<file path="src/rtl/key_pkg.sv">
// Shared constants and helpers for the multi-channel key conditioner.
// Clock-rate constants assume a 50 MHz system clock.
package key_pkg;

  // Debounce window of 20 ms (count of CNT_MAX+1 cycles).
  localparam int unsigned CNT_20MS_50M  = 32'd999_999;
  // Long-press threshold of 1 s.
  localparam int unsigned CNT_1S_50M    = 32'd49_999_999;
  // Auto-repeat period of 200 ms, minus one.
  localparam int unsigned CNT_200MS_50M = 32'd9_999_999;

  // Number of bits needed to count from 0 up to max_val inclusive (min 1).
  function automatic int unsigned cnt_width(input int unsigned max_val);
    int unsigned w;
    if (max_val < 32'd1) begin
      w = 32'd1;
    end else begin
      w = $clog2(max_val + 32'd1);
    end
    return w;
  endfunction

endpackage

</file>
<file path="src/rtl/key_debounce_ch.sv">
// One key channel: two-flop synchroniser, symmetric debounce counter,
// registered press/release pulses and, when KEY_LONG_PRESS_EN is defined,
// a hold counter that emits long-press / auto-repeat pulses.
module key_debounce_ch
  import key_pkg::*;
#(
  parameter int unsigned CNT_MAX    = CNT_20MS_50M,
  parameter int unsigned ACTIVE_LOW = 32'd1,
  parameter int unsigned LONG_MAX   = CNT_1S_50M,
  parameter int unsigned REPEAT_MAX = CNT_200MS_50M
) (
  input  logic clk,
  input  logic rst,
  input  logic key_in,
  output logic key_state,
  output logic press_flag,
  output logic release_flag,
  output logic long_flag
);

  localparam int unsigned      CNT_W    = cnt_width(CNT_MAX);
  localparam logic [CNT_W-1:0] CNT_LAST = CNT_W'(CNT_MAX);
  // Pin level of a released key; the synchroniser starts here so that a
  // key held through reset is seen as a fresh press.
  localparam logic             IDLE_LVL = (ACTIVE_LOW != 32'd0) ? 1'b1 : 1'b0;

  // Repeat period must fit inside the long-press threshold.
  if ((REPEAT_MAX < 32'd1) || (REPEAT_MAX > LONG_MAX)) begin : g_bad_cfg
    $error("key_debounce_ch: need 1 <= REPEAT_MAX <= LONG_MAX");
  end

  logic             s1_q, s1_d;
  logic             s2_q, s2_d;
  logic             act;
  logic [CNT_W-1:0] cnt_q, cnt_d;
  logic             key_state_q, key_state_d;
  logic             press_q, press_d;
  logic             release_q, release_d;

  // Synchroniser shift, polarity normalisation and debounce decision.
  always_comb begin
    s1_d        = key_in;
    s2_d        = s1_q;
    act         = (ACTIVE_LOW != 32'd0) ? ~s2_q : s2_q;
    cnt_d       = cnt_q;
    key_state_d = key_state_q;
    press_d     = 1'b0;
    release_d   = 1'b0;
    if (act == key_state_q) begin
      cnt_d = '0;
    end else if (cnt_q == CNT_LAST) begin
      key_state_d = act;
      cnt_d       = '0;
      press_d     = act;
      release_d   = ~act;
    end else begin
      cnt_d = cnt_q + CNT_W'(1);
    end
  end

  // Synchroniser, debounce counter and flag registers.
  always_ff @(posedge clk) begin
    if (rst) begin
      s1_q        <= IDLE_LVL;
      s2_q        <= IDLE_LVL;
      cnt_q       <= '0;
      key_state_q <= 1'b0;
      press_q     <= 1'b0;
      release_q   <= 1'b0;
    end else begin
      s1_q        <= s1_d;
      s2_q        <= s2_d;
      cnt_q       <= cnt_d;
      key_state_q <= key_state_d;
      press_q     <= press_d;
      release_q   <= release_d;
    end
  end

  assign key_state    = key_state_q;
  assign press_flag   = press_q;
  assign release_flag = release_q;

`ifdef KEY_LONG_PRESS_EN
  localparam int unsigned       HOLD_W      = cnt_width(LONG_MAX);
  localparam logic [HOLD_W-1:0] HOLD_LAST   = HOLD_W'(LONG_MAX);
  // After the first long pulse the counter restarts here so that the next
  // pulse comes REPEAT_MAX+1 cycles later.
  localparam logic [HOLD_W-1:0] HOLD_RELOAD = HOLD_W'(LONG_MAX - REPEAT_MAX);

  logic [HOLD_W-1:0] hold_q, hold_d;
  logic              long_q, long_d;

  // Hold-time counting; a release transition clears it so no long pulse
  // can land on the same cycle as release_flag.
  always_comb begin
    hold_d = hold_q;
    long_d = 1'b0;
    if (!key_state_q || release_d) begin
      hold_d = '0;
    end else if (hold_q == HOLD_LAST) begin
      long_d = 1'b1;
      hold_d = HOLD_RELOAD;
    end else begin
      hold_d = hold_q + HOLD_W'(1);
    end
  end

  // Hold counter and long-press pulse registers.
  always_ff @(posedge clk) begin
    if (rst) begin
      hold_q <= '0;
      long_q <= 1'b0;
    end else begin
      hold_q <= hold_d;
      long_q <= long_d;
    end
  end

  assign long_flag = long_q;
`else
  assign long_flag = 1'b0;
`endif

endmodule

</file>
<file path="src/rtl/key_debounce_multi.sv">
// Multi-channel push-button conditioner: NUM_KEYS independent copies of
// key_debounce_ch. Optional long-press/auto-repeat pulses are built when
// the macro KEY_LONG_PRESS_EN is defined; otherwise long_flag reads 0.
module key_debounce_multi
  import key_pkg::*;
#(
  parameter int unsigned NUM_KEYS   = 32'd4,
  parameter int unsigned CNT_MAX    = CNT_20MS_50M,
  parameter int unsigned ACTIVE_LOW = 32'd1,
  parameter int unsigned LONG_MAX   = CNT_1S_50M,
  parameter int unsigned REPEAT_MAX = CNT_200MS_50M
) (
  input  logic                clk,
  input  logic                rst,
  input  logic [NUM_KEYS-1:0] key_in,
  output logic [NUM_KEYS-1:0] key_state,
  output logic [NUM_KEYS-1:0] press_flag,
  output logic [NUM_KEYS-1:0] release_flag,
  output logic [NUM_KEYS-1:0] long_flag
);

  for (genvar i = 0; i < NUM_KEYS; i++) begin : g_ch
    key_debounce_ch #(
      .CNT_MAX   (CNT_MAX),
      .ACTIVE_LOW(ACTIVE_LOW),
      .LONG_MAX  (LONG_MAX),
      .REPEAT_MAX(REPEAT_MAX)
    ) u_ch (
      .clk         (clk),
      .rst         (rst),
      .key_in      (key_in[i]),
      .key_state   (key_state[i]),
      .press_flag  (press_flag[i]),
      .release_flag(release_flag[i]),
      .long_flag   (long_flag[i])
    );
  end

endmodule

</file>
<file path="config.mk">
export PLATFORM = sky130hd
export DESIGN_NAME = key_debounce_multi
export DESIGN_NICKNAME = d
export VERILOG_FILES = /design/src/rtl/key_pkg.sv /design/src/rtl/key_debounce_ch.sv /design/src/rtl/key_debounce_multi.sv
export SDC_FILE = /design/constraint.sdc
export NUM_CORES = 1
export LEC_CHECK = 0
export BUFFER_PORTS_ARGS = -buffer_cell sky130_fd_sc_hd__buf_2
export CELL_PAD_IN_SITES_DETAIL_PLACEMENT = 1
export CELL_PAD_IN_SITES_GLOBAL_PLACEMENT = 1
export CORE_UTILIZATION = 50
export DETAILED_ROUTE_END_ITERATION = 8
export GPL_ROUTABILITY_DRIVEN = 0
export PLACE_DENSITY_LB_ADDON = 0.12
export SLEW_MARGIN = 0
export SYNTH_ARGS = -nofsm -noshare
export SYNTH_HDL_FRONTEND = slang
export SYNTH_HIERARCHICAL = 1
export SYNTH_SLANG_ARGS = --single-unit
</file>
<file path="constraint.sdc">
create_clock -name clk -period 4.07 [get_ports clk]
set_input_delay 0.407 -clock clk [delete_from_list [all_inputs] [get_ports clk]]
set_output_delay 0.407 -clock clk [all_outputs]
set_load 0.01 [all_outputs]
</file>
==> reports/qor.yml <==
clock_network:
  insertion_delay_ps: 370
  postCtsSetupRepairBufs: 0
  cts_hold_buffers: 0
  buffer_depth_of_the_longest_clock_path: 2
  cts.sinks: 100
  clk_root_buf: "clkbuf_8"
  cts_htree_levels: 3
  tritoncts: "built"
  clock_edge_transition_at_the_registers_on_the_reported_setup_and_hold_paths_ps: 100
  resized_cells_post_cts: 0
  numCtsBuffers: 9
logic_synthesis:
  synth.most_common_cell: "dfxtp_1"
  synthCells: 496
  number_of_warnings_issued_by_yosys: 6
  mean_area_per_synthesized_cell_um2: 8.74
  synth_area_mm2: 0.00433
  synth_nets: 506
  synth_largest_area_cell: "dfxtp_1"
  post-synth-top-area-fraction: 0.462
  synth.lib_cells_used.distinct: 30
  post_synth_most_frequent_cells: "100 x dfxtp_1, 52 x nor2_1, 40 x nand3_1, 28 x a21oi_1, 28 x xnor2_1"
  synth_edf_count: 0
  synth_top_cells_by_area: "dfxtp_1 46%, xnor2_1 5.7%, nand3_1 4.6%"
  synth-seq-cells: 100
  postSynth.asyncResetShare: 0
  postSynth.topFlopCell: "dfxtp_1"
  synth-seq-area-share: 0.462
hold_path:
  min-delay-start: "key_in[1]"
  worst_hold_path.endpoint: "g_ch[1].u_ch/s1_q"
  worstHoldPathType: "input port to flop"
  hold-path-cell-count: 2
setup_path:
  crit_slowest_cell: "or4_1"
  rr_worst_depth: 5
  crit_type: "flop to flop"
  cp_slowest_stage_delay_ps: 640
  critical_path.most_common_cell: "or4_1"
  cp_data_arrival_time_ps: 2450
  startpoint_of_the_worst_slack_reg_to_reg_timing_path: "g_ch[3].u_ch/cnt_q[0]"
  critical_path.startpoint_type: "flop"
  end_kind: "flop"
  timing.critical_path.cells: "ha_1 > nand2_1 > or4_1 > or4_1 > a21oi_1"
  regToRegSetupSlack_ps: 1920
  rr_endpoint: "g_ch[3].u_ch/cnt_q[18]"
  required_ps: 4370
  top_fanout_value_on_the_critical_path: 7
global_route:
  global_route_total_usage_across_every_layer: 0.234
  number_of_global_route_vias_before_repair: 3562
  grt_pass1_wl_mm: 16.6
  antenna_found_initial: 0
  gr-total-overflow: 0
  grt_max_degree: 25
finish:
  stdcell_count: 622
  finalNetCount: 522
  drive_gt1_frac: 0.101
  ant_cells: 0
  area.growth.synth_to_final_pct: 10.5
timing:
  post-route-min-period_ps: 2150
  fmax_mhz: 465
  grt_setup_unrepaired: "false"
  maxSlewHeadroom: 0.544
  hold_viol: 0
  final-max-slew-violation-count: 0
  finalSetupTns_ps: 0
  setup_viol: 0
  post-route-period-util: 0.528
  worst_slew_pin_slew_ps: 680
  fin_worst_skew_ps: 10.7
placed_design:
  buffer_ports.inserted: 17
  hpwlAfterDp_mm: 7.11
  dpl.cell_count: 606
job:
  max-cap-violations: 0
routing:
  antenna_left: 0
  dr_total_vias: 3629
  drt-pass1-iter-count: 4
  wl_per_cell_um: 15.9
  drt-total-wl_mm: 9.89
  avgViaCountPerCell: 5.83
  drt-initial-drc-count: 72
  post-route-drc-count: 0
floorplan:
  fp.coreArea_mm2: 0.00830
  dieWidth_um: 95.1
  die_height_um: 95.1
  die-area_mm2: 0.00904
  rows: 33
  io_pins: 22
  initial_utilization: 0.522
power:
  power_per_cell_area_mw_per_mm2: 397
  worst_ir_drop_vdd_mv: 0.234
  cellLeakagePower_uw: 0.00149
outcome:
  status: "completed"
-- cell type report --
type                       count  area [um^2]
sequential                   100         2000
tap                          105          131
multi-input combinational    364         2190
timing repair buffer          21          115
clock inverter                 6          159
inverter                      16         60.1
clock buffer                  10          128
fill                         986         3510
-- through the flow --
stage               area (um^2)  power [uW]   util  hold WS [ps]  worst slack, ps
detailed placement         4500        1030  0.542           413             1960
global route               4790        1950  0.577           221             1790
finish                     4790        1900  0.577           229             1920
global placement           4500        1030  0.542           392             2040
CTS                        4790        1920  0.577           218             1930
floorplan                  4330        1020      -           389             2120
-- worst max-delay path by stage --
stage                                     start  cells past startpoint                     end  slack [ps]
after floorplan           g_ch[0].u_ch/cnt_q[0]                      6  g_ch[0].u_ch/cnt_q[18]        2120
after global placement    g_ch[2].u_ch/cnt_q[0]                      5  g_ch[2].u_ch/cnt_q[18]        2040
after detailed placement  g_ch[3].u_ch/cnt_q[0]                      5  g_ch[3].u_ch/cnt_q[18]        1960
after CTS                 g_ch[3].u_ch/cnt_q[0]                      5  g_ch[3].u_ch/cnt_q[18]        1930
after global routing      g_ch[2].u_ch/cnt_q[0]                      5  g_ch[2].u_ch/cnt_q[18]        1790
final                     g_ch[3].u_ch/cnt_q[0]                      5  g_ch[3].u_ch/cnt_q[18]        1920
-- registers in the layout, indices dropped and copies added, names as in the netlist --
signal                  count
g_ch.u_ch/cnt_q            80
g_ch.u_ch/key_state         4
g_ch.u_ch/press_flag        4
g_ch.u_ch/release_flag      4
g_ch.u_ch/s1_q              4
g_ch.u_ch/s2_q              4
-- report_power, final --
group          leakage (uW)  total, uW  switching, uW  internal [uW]
Clock              0.000141        891            356            535
Combinational      0.000540       24.5           16.8           7.73
Sequential         0.000807        986           3.20            983
Total               0.00149       1900            376           1530
-- critical path, delay by kind of cell (launching register included) --
family / cells / cell delay [ps]
flip-flops: 1 / 410
AO/OA/AOI/OAI: 1 / 170
adder cells (fa/ha/maj): 1 / 250
AND/OR/NAND/NOR: 3 / 1260
-- cell families (layout without fill, tap and decap cells) --
group                      after synthesis  in the layout  share of synthesized area
AOI/OAI and AO/OA                       64             64                     0.0854
xor gates and xnor gates                48             48                     0.0970
adders and majority gates                4              4                     0.0115
DFF                                    100            100                      0.462
and+or+nand+nor                        244            244                      0.308
other                                    4              4                    0.00346
buffers and inverters                   32             53                     0.0323
-- placed cells by master (no fill, tap or decap), types with 16 or more instances in the layout --
cell / count
buf_2: 17
nand4_1: 16
a21oi_1: 28
xnor2_1: 28
nor3_1: 20
nor2_1: 52
nand3_1: 40
inv_1: 16
xor2_1: 20
dfxtp_1: 100
or4_1: 24
nand2_1: 20
-- layer usage --
layer	track usage	vias to the layer above	routed length [um]
met3	0.0423	11	242
met5	0	-	0
met4	0.0795	0	119
met2	0.405	39	4870
li1	-	1808	-
met1	0.292	1771	4660
(Power assumes the default switching activity.)
